<file path="config.mk">
export PLATFORM = sky130hd
export DESIGN_NAME = addsub_chunk_seq_flat
export DESIGN_NICKNAME = d
export VERILOG_FILES = /design/src/rtl/addsub_pkg.sv /design/src/rtl/addsub_chunk_seq_if.sv /design/src/rtl/addsub_chunk_seq_chunk_adder.sv /design/src/rtl/addsub_chunk_seq.sv /design/src/flat_wrapper.sv
export SDC_FILE = /design/constraint.sdc
export NUM_CORES = 1
export LEC_CHECK = 0
export ABC_AREA = 1
export BUFFER_PORTS_ARGS = -buffer_cell sky130_fd_sc_hd__buf_2
export CAP_MARGIN = 20
export CELL_PAD_IN_SITES_DETAIL_PLACEMENT = 0
export CELL_PAD_IN_SITES_GLOBAL_PLACEMENT = 1
export CORE_AREA = 10 10 121 123
export CTS_CLUSTER_SIZE = 24
export DETAILED_ROUTE_END_ITERATION = 10
export DIE_AREA = 0 0 131 133
export GPL_TIMING_DRIVEN = 0
export HOLD_SLACK_MARGIN = 0.05
export PLACE_DENSITY = 0.9
export SETUP_SLACK_MARGIN = 0.3
export SLEW_MARGIN = 20
export SYNTH_ARGS = -nofsm -noshare
export SYNTH_HDL_FRONTEND = slang
export SYNTH_SLANG_ARGS = --single-unit
</file>
<file path="constraint.sdc">
create_clock -name clk -period 15.76 [get_ports clk]
set_clock_uncertainty 0.1 [all_clocks]
set_input_delay 0.788 -clock clk [delete_from_list [all_inputs] [get_ports clk]]
set_output_delay 0.788 -clock clk [all_outputs]
set_load 0.005 [all_outputs]
</file>
<file path="src/rtl/addsub_pkg.sv">
// Shared types and configuration helpers for the chunked adder-subtractor.
package addsub_pkg;

  typedef enum logic [1:0] {
    IDLE = 2'd0,
    RUN  = 2'd1,
    DONE = 2'd2
  } state_t;

  function automatic int nchunk(input int width, input int chunk);
    return width / chunk;
  endfunction

  // Checked at elaboration by every user of the package parameters.
  function automatic bit chunk_cfg_ok(input int width, input int chunk);
    return (chunk > 0) && (width >= chunk) && ((width % chunk) == 0);
  endfunction

endpackage

</file>
<file path="src/rtl/addsub_chunk_seq_if.sv">
// Operand/result bus of the chunked adder-subtractor.
// Handshake: a transfer happens on a rising edge where valid & ready are both 1;
// the producer holds its payload stable while valid is 1 and ready is 0.
interface addsub_chunk_seq_if #(
  parameter int WIDTH = 32
);
  logic             in_valid;
  logic             in_ready;
  logic [WIDTH-1:0] a;
  logic [WIDTH-1:0] b;
  logic             sub;
  logic             out_valid;
  logic             out_ready;
  logic [WIDTH-1:0] result;
  logic             carry_out;
  logic             overflow;
  logic             zero;

  modport master (
    output in_valid, a, b, sub, out_ready,
    input  in_ready, out_valid, result, carry_out, overflow, zero
  );

  modport slave (
    input  in_valid, a, b, sub, out_ready,
    output in_ready, out_valid, result, carry_out, overflow, zero
  );
endinterface

</file>
<file path="src/rtl/addsub_chunk_seq_chunk_adder.sv">
// Combinational CHUNK-bit ripple adder built from single-bit full-adder cells.
module full_adder (
  input  logic a,
  input  logic b,
  input  logic cin,
  output logic sum,
  output logic cout
);
  assign sum  = a ^ b ^ cin;
  assign cout = (a & b) | (cin & (a ^ b));
endmodule

module chunk_adder #(
  parameter int CHUNK = 8
) (
  input  logic [CHUNK-1:0] a,
  input  logic [CHUNK-1:0] b,
  input  logic             cin,
  output logic [CHUNK-1:0] sum,
  output logic             cout
);
  logic [CHUNK:0] c;

  assign c[0] = cin;

  for (genvar i = 0; i < CHUNK; i++) begin : g_bit
    full_adder u_fa (
      .a   (a[i]),
      .b   (b[i]),
      .cin (c[i]),
      .sum (sum[i]),
      .cout(c[i+1])
    );
  end

  assign cout = c[CHUNK];
endmodule

</file>
<file path="src/rtl/addsub_chunk_seq.sv">
// Sequenced WIDTH-bit add/subtract: one CHUNK-bit slice per clock through a
// single chunk_adder, carry linked through carry_q, registered result/flags.
module addsub_chunk_seq
  import addsub_pkg::*;
#(
  parameter int WIDTH = 32,
  parameter int CHUNK = 8
) (
  input  logic                 clk,
  input  logic                 rst_n,
  addsub_chunk_seq_if.slave    bus,
  output state_t               dbg_state
);
  localparam int NCHUNK = nchunk(WIDTH, CHUNK);
  localparam int IW     = $clog2(NCHUNK) + 1;

  if (!chunk_cfg_ok(WIDTH, CHUNK)) begin : g_cfg_err
    $error("addsub_chunk_seq: WIDTH must be a positive multiple of CHUNK");
  end

  state_t           state_q, state_d;
  logic [IW-1:0]    idx_q;
  logic [WIDTH-1:0] a_q, b_q, result_q, result_upd;
  logic             carry_q, carry_out_q, overflow_q, zero_q;
  logic             in_ready_c, out_valid_c, accept, last;
  logic [CHUNK-1:0] a_ch, b_ch, sum_ch;
  logic             cout_ch;

  // Slice selection and write-back for the chunk addressed by idx_q.
  always_comb begin
    a_ch       = '0;
    b_ch       = '0;
    result_upd = result_q;
    for (int i = 0; i < NCHUNK; i++) begin
      if (idx_q == IW'(i)) begin
        a_ch                          = a_q[i*CHUNK +: CHUNK];
        b_ch                          = b_q[i*CHUNK +: CHUNK];
        result_upd[i*CHUNK +: CHUNK]  = sum_ch;
      end
    end
  end

  chunk_adder #(.CHUNK(CHUNK)) u_chunk_adder (
    .a   (a_ch),
    .b   (b_ch),
    .cin (carry_q),
    .sum (sum_ch),
    .cout(cout_ch)
  );

  assign last = (idx_q == IW'(NCHUNK - 1));

  always_comb begin
    state_d     = state_q;
    in_ready_c  = 1'b0;
    out_valid_c = 1'b0;
    case (state_q)
      IDLE: begin
        // Never advertise readiness while reset is being applied.
        in_ready_c = rst_n;
        if (bus.in_valid && rst_n) state_d = RUN;
      end
      RUN: begin
        if (last) state_d = DONE;
      end
      DONE: begin
        out_valid_c = 1'b1;
        if (bus.out_ready) state_d = IDLE;
      end
      default: state_d = IDLE;
    endcase
  end

  assign accept = in_ready_c & bus.in_valid;

  always_ff @(posedge clk) begin
    if (!rst_n) state_q <= IDLE;
    else        state_q <= state_d;
  end

  always_ff @(posedge clk) begin
    if (!rst_n) begin
      idx_q       <= '0;
      a_q         <= '0;
      b_q         <= '0;
      carry_q     <= 1'b0;
      result_q    <= '0;
      carry_out_q <= 1'b0;
      overflow_q  <= 1'b0;
      zero_q      <= 1'b0;
    end else if (accept) begin
      // Subtraction is A + ~B + 1: invert B here, inject the +1 as carry-in.
      a_q      <= bus.a;
      b_q      <= bus.sub ? ~bus.b : bus.b;
      carry_q  <= bus.sub;
      idx_q    <= '0;
      result_q <= '0;
    end else if (state_q == RUN) begin
      result_q <= result_upd;
      carry_q  <= cout_ch;
      idx_q    <= idx_q + IW'(1);
      if (last) begin
        carry_out_q <= cout_ch;
        overflow_q  <= (a_q[WIDTH-1] == b_q[WIDTH-1]) &
                       (result_upd[WIDTH-1] != a_q[WIDTH-1]);
        zero_q      <= (result_upd == '0);
      end
    end
  end

  assign bus.in_ready  = in_ready_c;
  assign bus.out_valid = out_valid_c;
  assign bus.result    = result_q;
  assign bus.carry_out = carry_out_q;
  assign bus.overflow  = overflow_q;
  assign bus.zero      = zero_q;
  assign dbg_state     = state_q;

endmodule
</file>
<file path="src/flat_wrapper.sv">
// flat-port wrapper written by rule: the top's interface ports become plain ports
module addsub_chunk_seq_flat import addsub_pkg::*;
#(
  parameter int WIDTH = 32,
  parameter int CHUNK = 8
)
  (clk, rst_n, dbg_state, bus_in_valid, bus_a, bus_b, bus_sub, bus_out_ready, bus_in_ready, bus_out_valid, bus_result, bus_carry_out, bus_overflow, bus_zero);
  addsub_chunk_seq_if #(.WIDTH(WIDTH)) bus_i ();
  input  logic clk;
  input  logic rst_n;
  output state_t dbg_state;
  input wire logic [$bits(bus_i.in_valid)-1:0] bus_in_valid;
  input wire logic [$bits(bus_i.a)-1:0] bus_a;
  input wire logic [$bits(bus_i.b)-1:0] bus_b;
  input wire logic [$bits(bus_i.sub)-1:0] bus_sub;
  input wire logic [$bits(bus_i.out_ready)-1:0] bus_out_ready;
  output wire logic [$bits(bus_i.in_ready)-1:0] bus_in_ready;
  output wire logic [$bits(bus_i.out_valid)-1:0] bus_out_valid;
  output wire logic [$bits(bus_i.result)-1:0] bus_result;
  output wire logic [$bits(bus_i.carry_out)-1:0] bus_carry_out;
  output wire logic [$bits(bus_i.overflow)-1:0] bus_overflow;
  output wire logic [$bits(bus_i.zero)-1:0] bus_zero;
  assign bus_i.in_valid = bus_in_valid;
  assign bus_i.a = bus_a;
  assign bus_i.b = bus_b;
  assign bus_i.sub = bus_sub;
  assign bus_i.out_ready = bus_out_ready;
  assign bus_in_ready = bus_i.in_ready;
  assign bus_out_valid = bus_i.out_valid;
  assign bus_result = bus_i.result;
  assign bus_carry_out = bus_i.carry_out;
  assign bus_overflow = bus_i.overflow;
  assign bus_zero = bus_i.zero;
  addsub_chunk_seq #(.WIDTH(WIDTH), .CHUNK(CHUNK)) u_core (.clk(clk), .rst_n(rst_n), .bus(bus_i), .dbg_state(dbg_state));
endmodule
</file>
==> run_results.csv, run 1 <==
group,metric,value,unit
synth,yosysUniqueCellTypes,31,
cells_and_area,stdcell_count,983,
clock_network,clk_pin_slew,0.07,ns
synth,synth.area.top_cells,"dfxtp_1, o21ai_0, nand2_1",
timing,hold_viol,0,
synth,postSynthAreaPerCell,7.350,um^2
die,io_pins,108,
power,finalPower,0.6297,mW
drt,drtIter0Drc,434,
clock_network,ctsRootBufferMaster,"clkbuf_16",
power,pwr-share-comb,19.3,%
setup_path,worstPathRequired,15.94,ns
setup_path,cp_top_family,"adder cells",
die,die_area,0.01742,mm^2
global_routing,grt_use_met1,20.77,%
timing,min_period,6.393,ns
placement,dp_cells,968,
clock_network,htreeDepth,3,
global_routing,grt_pass1_wl,24.69,mm
global_routing,grt.busiest_layer,"met2",
power,p_leak,2.711,nW
power,switching_share,30.48,%
clock_network,cts_tree,"built",
clock_network,cts_made_buffers,9,
drt,vias,5051,
die,start_util,41.08,%
synth,ys_ff_latch,105,
power,power.internal,0.4378,mW
global_routing,grt_max_degree,19,
timing,finalSetupViolations,0,
clock_network,cts_resized,0,
timing,setup_tns,0,ns
global_routing,grt_antenna_before_repair,0,
power,max-vdd-ir-drop,0.04938,mV
drt,drc,0,
power,switchingPower,0.1919,mW
global_routing,overflow,0,
timing,rsz0062_at_grt,"no",
global_routing,met2_usage,30.03,%
timing,slew_headroom,63.17,%
placement,dp_hpwl,12.05,mm
synth,yosysWarningCount,0,
flow_run,max_cap_violations,0,
timing,worstMarginPinSlew,0.5519,ns
power,pwr-share-seq,46.6,%
synth,syn_inst,691,
cells_and_area,drive_above_1_share,18.87,%
die,core-area,0.01236,mm^2
min_path,min_path_type,"flip-flop to flip-flop",
power,p_per_area,103.3,mW/mm^2
global_routing,grt_use_met3,4.235,%
timing,maxSlewViolCount,0,
drt,ant_nets,0,
clock_network,cts.sinks,105,
setup_path,critPathKind,"flip-flop to flip-flop",
setup_path,end_kind,"flip-flop",
cells_and_area,diodes,0,
setup_path,cp_common_cell,"fa_1",
synth,synthesis.nets,773,
clock_network,cts_setup_buffers,0,
setup_path,path_buf_inv,11,
cells_and_area,utilization,49.31,%
setup_path,startpoint_type,"flip-flop",
drt,wl_per_cell,15.70,um
clock_network,postCtsHoldBufs,0,
setup_path,cpMaxStageDelayCell,"fa_1",
synth,yosysTopAreaCell,"dfxtp_1",
clock_network,clock_latency,0.35,ns
clock_network,clock_path_buffers,2,
power,p_clk_share,34.1,%
placement,routabilityCongestion,0.8947,
placement,port_buffers,105,
synth,syn-cell-area,0.005079,mm^2
die,die_w,131,um
setup_path,slowest_delay,0.45,ns
synth,yosysTopAreaCellShare,41.39,%
cells_and_area,nNetsFinal,889,
timing,timing.fmax,156.4,MHz
timing,fin_crit_sh,40.56,%
drt,viasPerCell,5.138,
die,rows,41,
cells_and_area,area_delta_synth_final,20.03,%
run_status,status,"completed",
drt,routed_wirelength,15.44,mm
drt,dr.pass1.iters,5,
setup_path,worst-path-max-fanout,10,
global_routing,track_usage,17.46,%
setup_path,arrival,6.57,ns
synth,ys_seq_area_share,41.39,%
global_routing,grt_pass1_vias,5132,
die,fp.dieH,133,um
## worst paths after layout
| kind | to | slack [ns] | startpoint | depth (start not counted) |
|---|---|---|---|---|
| setup / recovery | u_core.bus.zero | 9.37 | u_core.idx_q[2] | 29 |
| hold reg to reg | u_core.b_q[15] | 0.36 | u_core.b_q[15] | 2 |
| hold / removal | u_core.b_q[15] | 0.36 | u_core.b_q[15] | 2 |
| setup reg to reg | u_core.bus.zero | 9.37 | u_core.idx_q[2] | 29 |
## registers in the layout (all words and copies together) (netlist names)
name / count
u_core.bus.overflow: 1
u_core.a_q: 32
u_core.bus.zero: 1
u_core.carry_q: 1
u_core.idx_q: 3
u_core.dbg_state: 2
u_core.b_q: 32
u_core.bus.carry_out: 1
u_core.bus.result: 32
## stage by stage
| step | hold slack [ns] | setup slack, ns | cell area [um^2] |
|---|---|---|---|
| after global placement | 0.3396 | 9.535 | 5819 |
| after detailed placement | 0.3498 | 9.445 | 5819 |
| after floorplan | 0.3231 | 10.20 | 5079 |
| after CTS | 0.3596 | 9.414 | 6096 |
| after global routing | 0.3880 | 8.919 | 6096 |
| final | 0.3597 | 9.367 | 6096 |
## cells in the mapped netlist (all sizes together)
cell type  count
nand2        120
nor2         112
o21ai        106
dfxtp        105
inv           50
nand3         31
xnor2         31
a21oi         30
buf           26
clkbuf        20
o22ai         12
a31oi          9
fa             8
a211oi         6
a311oi         6
o211ai         6
ha             5
nand3b         3
clkinv         2
a221oi         1
nand4          1
xor2           1
## layout make-up
class / count / area, um^2
plain buffers: 46 / 232.7
clock buffers: 9 / 225.2
inverters: 52 / 195.2
flip-flops and latches: 105 / 2102
well taps: 172 / 215.2
repair buffers: 105 / 525.5
fillers: 1301 / 6267
multi-input cells: 488 / 2549
clock inverters: 6 / 51.30
## power by group through the flow
| stage | clock [mW] | combinational (mW) | sequential [mW] |
|---|---|---|---|
| detailed placement | 0 | 0.120 | 0.299 |
| global route | 0.226 | 0.136 | 0.295 |
| floorplan | 0 | 0.0784 | 0.297 |
| CTS | 0.216 | 0.121 | 0.293 |
| global placement | 0 | 0.118 | 0.299 |
| finish | 0.215 | 0.121 | 0.294 |
## logic make-up after synthesis
kind of cell / share of synthesized area (%)
buf+inv: 8.426
simple gates: 21.31
xor+xnor: 5.519
flops: 41.39
compound gates: 18.97
fa+ha+maj: 4.385
## metal layers
| metal | vias up | part of all wire [%] |
|---|---|---|
| met5 | - | 0 |
| met4 | 0 | 1.5 |
| met3 | 22 | 7.7 |
| met2 | 189 | 48 |
| met1 | 2333 | 43 |
| li1 | 2507 | - |
## worst register-to-register path, delay by kind of cell (launching register included)
kind / cells / cell delay (ns)
adder cells (fa/ha/maj): 9 / 3.14
buffers and inverters: 11 / 1.69
AND/OR/NAND/NOR: 7 / 0.65
flip-flops: 1 / 0.41
AO/OA/AOI/OAI: 2 / 0.33
## layout by cell type, fill, tap and decap left out, types with 4 or more instances in the layout
cell type	netlist	routed
nor2_1	107	107
o211ai_1	6	6
buf_2	18	123
clkbuf_16	0	9
a311oi_1	6	6
clkbuf_1	20	20
inv_1	48	48
xnor2_1	31	31
o21ai_0	106	106
o22ai_1	12	12
ha_1	5	5
a21oi_1	30	30
dfxtp_1	105	105
nor2_2	4	4
nand2_1	118	118
a211oi_1	6	6
nand3_1	31	31
a31oi_1	9	9
fa_1	8	8
No activity file was read; power rests on OpenSTA's default activity.
==> run 2, diff against run 1 <==
--- a/config.mk
+++ b/config.mk
@@ -10,13 +10,13 @@
 export CAP_MARGIN = 20
 export CELL_PAD_IN_SITES_DETAIL_PLACEMENT = 0
 export CELL_PAD_IN_SITES_GLOBAL_PLACEMENT = 1
-export CORE_AREA = 10 10 121 123
+export CORE_AREA = 10 10 132 134
 export CTS_CLUSTER_SIZE = 24
 export DETAILED_ROUTE_END_ITERATION = 10
-export DIE_AREA = 0 0 131 133
+export DIE_AREA = 0 0 142 144
 export GPL_TIMING_DRIVEN = 0
 export HOLD_SLACK_MARGIN = 0.05
-export PLACE_DENSITY = 0.9
+export PLACE_DENSITY = 0.8
 export SETUP_SLACK_MARGIN = 0.3
 export SLEW_MARGIN = 20
 export SYNTH_ARGS = -nofsm -noshare
==> constraint.sdc (replaced) <==
create_clock -name clk -period 5.3 [get_ports clk]
set_clock_uncertainty 0.1 [all_clocks]
set_input_delay 0.265 -clock clk [delete_from_list [all_inputs] [get_ports clk]]
set_output_delay 0.265 -clock clk [all_outputs]
set_load 0.005 [all_outputs]
==> run 2 against run 1 <==
  * The run now ends with negative setup slack left
  * Cell count up 7.0%
  * Worst hold slack worse by 0.30 ns
  * Combinational power rose to 3.4 times the previous value
  * Power rose to 3.1 times the previous value
  * Routed wire length up 9.1%
  * Register-to-register slack worse by 9.4 ns
  * Maximum frequency up 20%
  * Utilization down 2.9 points
  * Largest power group unchanged
==> run_results.csv, run 2 (synthesis gave the netlist of run 1 again) <==
group,metric,value,unit
die,die_area,0.02045,mm^2
clock_network,clk_pin_slew,0.07,ns
setup_path,reg2reg_from,"u_core.idx_q[1]",
die,io_pins,108,
power,switchingPower,0.5742,mW
cells_and_area,regArea,0.002113,mm^2
min_path,min_path_type,"input pin to flip-flop",
setup_path,slowest_delay,0.45,ns
clock_network,clock_latency,0.35,ns
die,start_util,34.17,%
placement,dp_cells,984,
cells_and_area,diodes,0,
setup_path,end_kind,"flip-flop",
setup_path,cpMaxStageDelayCell,"fa_1",
power,max-vdd-ir-drop,0.1654,mV
timing,timing.fmax,187.5,MHz
power,p_per_area,287.5,mW/mm^2
clock_network,clock_path_buffers,2,
cells_and_area,mostFrequentLayoutCell,"buf_2",
setup_path,cp_common_cell,"fa_2",
setup_path,arrival,5.52,ns
die,core-area,0.01486,mm^2
power,switching_share,28.96,%
power,power.internal,1.409,mW
setup_path,r2r_cells,28,
drt,dr.pass1.iters,5,
cells_and_area,fillCellCount,1571,
clock_network,htreeDepth,3,
power,pwr-share-seq,44.1,%
cells_and_area,nNetsFinal,941,
global_routing,grt_antenna_before_repair,0,
setup_path,r2r_slack,-0.03,ns
die,fp.dieH,144,um
global_routing,grt_pass1_vias,5068,
drt,drc,0,
setup_path,startpoint_type,"flip-flop",
placement,port_buffers,105,
setup_path,worst-path-max-fanout,4,
placement,dp_hpwl,12.26,mm
setup_path,crit_end,"u_core.bus.zero",
setup_path,crit_path_start,"u_core.idx_q[1]",
clock_network,cts_made_buffers,9,
cells_and_area,stdcell_count,1052,
power,finalPower,1.983,mW
cells_and_area,final_area,0.006897,mm^2
power,p_leak,3.027,nW
power,pwr-share-comb,20.8,%
cells_and_area,multiInputGateArea,0.002701,mm^2
die,rows,45,
timing,rsz0062_at_grt,"yes",
global_routing,track_usage,16.34,%
die,die_w,142,um
min_path,hold_start,"bus_a[11]",
flow_run,max_cap_violations,0,
timing,hold_viol,0,
run_status,violations,"negative setup slack",
placement,routabilityCongestion,0.8606,
clock_network,ctsRootBufferMaster,"clkbuf_16",
clock_network,cts_tree,"built",
cells_and_area,final_cell_mix,"buf_2, nand2_1, o21ai_0, nor2_1, dfxtp_1",
setup_path,critPathKind,"flip-flop to flip-flop",
timing,fin_crit_sh,100.6,%
drt,ant_nets,0,
power,p_clk_share,35.1,%
cells_and_area,drive_above_1_share,25.00,%
setup_path,worstPathRequired,5.49,ns
timing,finalSetupViolations,1,
drt,drtIter0Drc,306,
cells_and_area,area_delta_synth_final,35.80,%
setup_path,r2r-end,"u_core.bus.zero",
global_routing,grt_max_degree,17,
clock_network,cts.sinks,105,
drt,routed_wirelength,16.83,mm
timing,maxSlewViolCount,0,
timing,setup_ws,-0.03209,ns
timing,worstMarginPinSlew,0.6092,ns
timing,min_period,5.332,ns
run_status,status,"finished with violations",
timing,slew_headroom,59.39,%
drt,wl_per_cell,16.00,um
drt,vias,5039,
global_routing,grt_pass1_wl,26.34,mm
placement,placed_area,0.005938,mm^2
drt,viasPerCell,4.790,
global_routing,overflow,0,
==> run 2: cell count changes in the layout (fill, tap and decap cells not counted), moves of 6 or more <==
cell / before / now
buf_2: 123 / 116
buf_4: 3 / 22
buf_6: 2 / 8
dlygate4sd3_1: 0 / 30
fa_1: 8 / 1
fa_2: 0 / 7
inv_1: 48 / 40
==> run 2: how the worst min path moves through the flow <==
stage	end	depth (start not counted)
after floorplan	u_core.a_q[0]	2
after global placement	u_core.b_q[15]	2
after detailed placement	u_core.b_q[15]	2
after CTS	u_core.a_q[30]	3
after global routing	u_core.a_q[30]	3
final	u_core.a_q[11]	3
==> run 2: final cells by class <==
type	instances	share of cell area, %
buffer	46	4.735
clock buffer	12	3.719
clock inverter	4	0.7438
inverter	52	3.048
multi-input combinational	488	39.17
sequential	105	30.64
tap	188	3.411
timing repair buffer	157	14.53
==> run 2: power by group through the flow <==
stage,logic [mW],registers (mW),clock network [mW]
2_1_floorplan,0.240,0.882,0
3_3_place_gp,0.363,0.891,0
3_5_place_dp,0.366,0.891,0
4_1_cts,0.404,0.874,0.710
5_1_grt,0.460,0.880,0.743
6_report,0.413,0.874,0.695
==> run 2: timing repair <==
action                                  CTS  global route
setup buffers                            20             2
hold buffers                             30             0
pin swaps                                12             6
endpoints found under the setup margin    6             5
gates resized for setup                  41            15
endpoints found under the hold margin    30             0
==> run 2: routing by layer <==
layer | wire (um) | global-route usage (%)
met2 | 7976 | 26.89
met1 | 7760 | 20.52
met4 | 330 | 6.347
met5 | 0 | 0
met3 | 767 | 3.280
==> run 2: critical path: cells and delay by family, from the launching register on <==
family          cells  cell delay [ns]
fa+ha+maj           9             2.88
simple gates        9             0.92
buf+inv             7             0.54
compound gates      3             0.46
flops               1             0.37
==> run 2: per-stage QoR <==
stage | util, % | setup TNS (ns) | setup WS [ns] | hold slack (ns)
after floorplan | - | 0 | 0.2262 | 0.2999
after global placement | 39.95 | -0.4880 | -0.4107 | 0.3361
after detailed placement | 39.95 | -0.6240 | -0.4699 | 0.3475
after CTS | 45.98 | 0 | 0.01521 | 0.05931
after global routing | 46.40 | -0.2726 | -0.2144 | 0.06853
final | 46.40 | -0.03209 | -0.03209 | 0.06334
==> run 3, diff against run 2 <==
--- a/config.mk
+++ b/config.mk
@@ -17,8 +17,10 @@
 export GPL_TIMING_DRIVEN = 0
 export HOLD_SLACK_MARGIN = 0.05
 export PLACE_DENSITY = 0.8
+export RECOVER_POWER = 25
 export SETUP_SLACK_MARGIN = 0.3
 export SLEW_MARGIN = 20
 export SYNTH_ARGS = -nofsm -noshare
 export SYNTH_HDL_FRONTEND = slang
 export SYNTH_SLANG_ARGS = --single-unit
+export TNS_END_PERCENT = 10
==> run 3 against run 2 <==
  * The flow still finishes with violations (negative setup slack)
  * Clock-buffer cell count stayed put
  * Worst hold slack better by 0.00084 ns
  * Sequential share of layout area is 0.80 points higher
  * Sequential cell count stayed put
  * Routed wire length is 1.4% lower
  * Global-route usage is 0.28 points lower
  * Cell count is 0.38% lower
  * Worst setup slack worse by 0.070 ns
  * Register-to-register slack worse by 0.07 ns
  * Clock power hardly changed
==> run_results.csv, run 3 (synthesis gave the netlist of run 1 again) <==
group,metric,value,unit
clock_network,clk_pin_slew,0.07,ns
flow_run,max_cap_violations,0,
drt,viasPerCell,4.801,
timing,setup_ws,-0.1018,ns
timing,hold_viol,0,
global_routing,grt_pass1_wl,25.87,mm
die,fp.dieH,144,um
global_routing,grt_antenna_before_repair,0,
setup_path,cp_common_cell,"fa_2",
die,core-area,0.01486,mm^2
placement,dp_cells,984,
min_path,min_path_type,"input pin to flip-flop",
timing,min_period,5.402,ns
cells_and_area,final_area,0.006714,mm^2
cells_and_area,final_cell_mix,"nand2_1, nor2_1, o21ai_0",
timing,timing.fmax,185.1,MHz
cells_and_area,stdcell_count,1048,
die,die_area,0.02045,mm^2
global_routing,overflow,0,
power,power.internal,1.402,mW
global_routing,grt_pass1_vias,5000,
timing,maxSlewViolCount,0,
power,pwr-share-seq,44.3,%
timing,finalSetupViolations,1,
run_status,violations,"negative setup slack",
setup_path,end_kind,"flip-flop",
power,max-vdd-ir-drop,0.1634,mV
die,die_w,142,um
setup_path,r2r_cells,29,
die,rows,45,
placement,port_buffers,105,
setup_path,slowest_delay,0.46,ns
drt,wl_per_cell,15.84,um
min_path,hold_start,"bus_a[11]",
drt,routed_wirelength,16.60,mm
clock_network,clock_latency,0.35,ns
timing,slew_headroom,58.74,%
drt,drc,0,
die,start_util,34.17,%
power,switchingPower,0.5692,mW
cells_and_area,nNetsFinal,937,
power,p_clk_share,35.2,%
cells_and_area,area_delta_synth_final,32.20,%
setup_path,r2r_slack,-0.10,ns
clock_network,ctsRootBufferMaster,"clkbuf_16",
die,io_pins,108,
min_path,holdPathStages,3,
run_status,status,"finished with violations",
cells_and_area,diodes,0,
setup_path,cpMaxStageDelayCell,"fa_1",
drt,dr.pass1.iters,5,
timing,rsz0062_at_grt,"yes",
timing,worstMarginPinSlew,0.6189,ns
clock_network,cts.sinks,105,
clock_network,htreeDepth,3,
drt,ant_nets,0,
cells_and_area,drive_above_1_share,19.30,%
setup_path,r2r-end,"u_core.bus.zero",
power,pwr-share-comb,20.5,%
power,p_leak,2.843,nW
global_routing,track_usage,16.05,%
drt,dr_wl_met2,7.726,mm
setup_path,critPathKind,"flip-flop to flip-flop",
drt,wl_met3,732,um
drt,m1WireLength,7.798,mm
cells_and_area,fillCellCount,1611,
clock_network,cts_made_buffers,9,
setup_path,reg2reg_from,"u_core.idx_q[2]",
power,p_per_area,293.7,mW/mm^2
global_routing,grt_max_degree,17,
setup_path,worstPathRequired,5.49,ns
placement,routabilityCongestion,0.8606,
drt,highest_layer,"met4",
clock_network,cts_tree,"built",
setup_path,arrival,5.59,ns
setup_path,startpoint_type,"flip-flop",
cells_and_area,multiInputGateArea,0.002631,mm^2
cells_and_area,mostFrequentLayoutCell,"nand2_1",
drt,drtIter0Drc,308,
cells_and_area,regArea,0.002111,mm^2
clock_network,clock_path_buffers,2,
power,switching_share,28.87,%
drt,vias,5031,
placement,placed_area,0.005938,mm^2
min_path,holdPathEnd,"u_core.a_q[11]",
placement,dp_hpwl,12.26,mm
setup_path,worst-path-max-fanout,10,
timing,fin_crit_sh,101.9,%
run 3: changes by cell type in the layout (fill, tap and decap cells not counted), sizes merged:
cell,before,now
buf,154,114
clkbuf,31,67
run 3: timing repair:
action / CTS / global route
endpoints found under the hold margin: 30 / 0
pin swaps: 7 / 4
setup buffers: 10 / 8
hold buffers: 30 / 0
resized for setup: 19 / 8
setup endpoints to repair: 6 / 6
run 3: how the worst max path moves through the flow:
stage	startpoint	to	slack [ns]
final	u_core.idx_q[2]	u_core.bus.zero	-0.10
after global routing	u_core.idx_q[0]	u_core.bus.zero	-0.33
after CTS	u_core.idx_q[0]	u_core.bus.zero	-0.10
after detailed placement	u_core.idx_q[0]	u_core.bus.zero	-0.47
after global placement	u_core.idx_q[0]	u_core.bus.zero	-0.41
after floorplan	u_core.idx_q[0]	u_core.bus.zero	0.23
run 3: through the flow:
stage	total power [mW]	setup WS, ns	util, %	hold WS, ns	setup TNS (ns)
6_report	1.972	-0.1018	45.17	0.06418	-0.1018
5_1_grt	2.072	-0.3339	45.17	0.06853	-0.4108
4_1_cts	1.980	-0.1017	44.91	0.05931	-0.1017
3_5_place_dp	1.257	-0.4699	39.95	0.3475	-0.6240
3_3_place_gp	1.254	-0.4107	39.95	0.3361	-0.4880
2_1_floorplan	1.121	0.2262	-	0.2999	0
run 3: power groups by stage:
stage               registers, mW  clock network (mW)  logic, mW
CTS                         0.874               0.710      0.396
detailed placement          0.891                   0      0.366
floorplan                   0.882                   0      0.240
global route                0.880               0.743      0.450
global placement            0.891                   0      0.363
finish                      0.874               0.694      0.403
run 3: cell type report:
class	count	area share [%]
tap	188	3.504
timing repair buffer	153	13.66
buffer	46	4.640
clock inverter	4	0.7641
inverter	52	2.982
clock buffer	12	3.820
multi-input combinational	488	39.19
sequential	105	31.44
run 3: worst max-delay path, delay by kind of cell (launching register included):
family | cells | cell delay (ns)
fa+ha+maj | 9 | 2.87
flops | 1 | 0.35
simple gates | 7 | 0.64
compound gates | 2 | 0.18
buf+inv | 11 | 1.18
run 3: layer usage:
layer | global-route usage, % | up-vias
met4 | 6.401 | 0
met2 | 26.26 | 118
met3 | 3.313 | 19
li1 | - | 2603
met5 | 0 | -
met1 | 20.19 | 2291
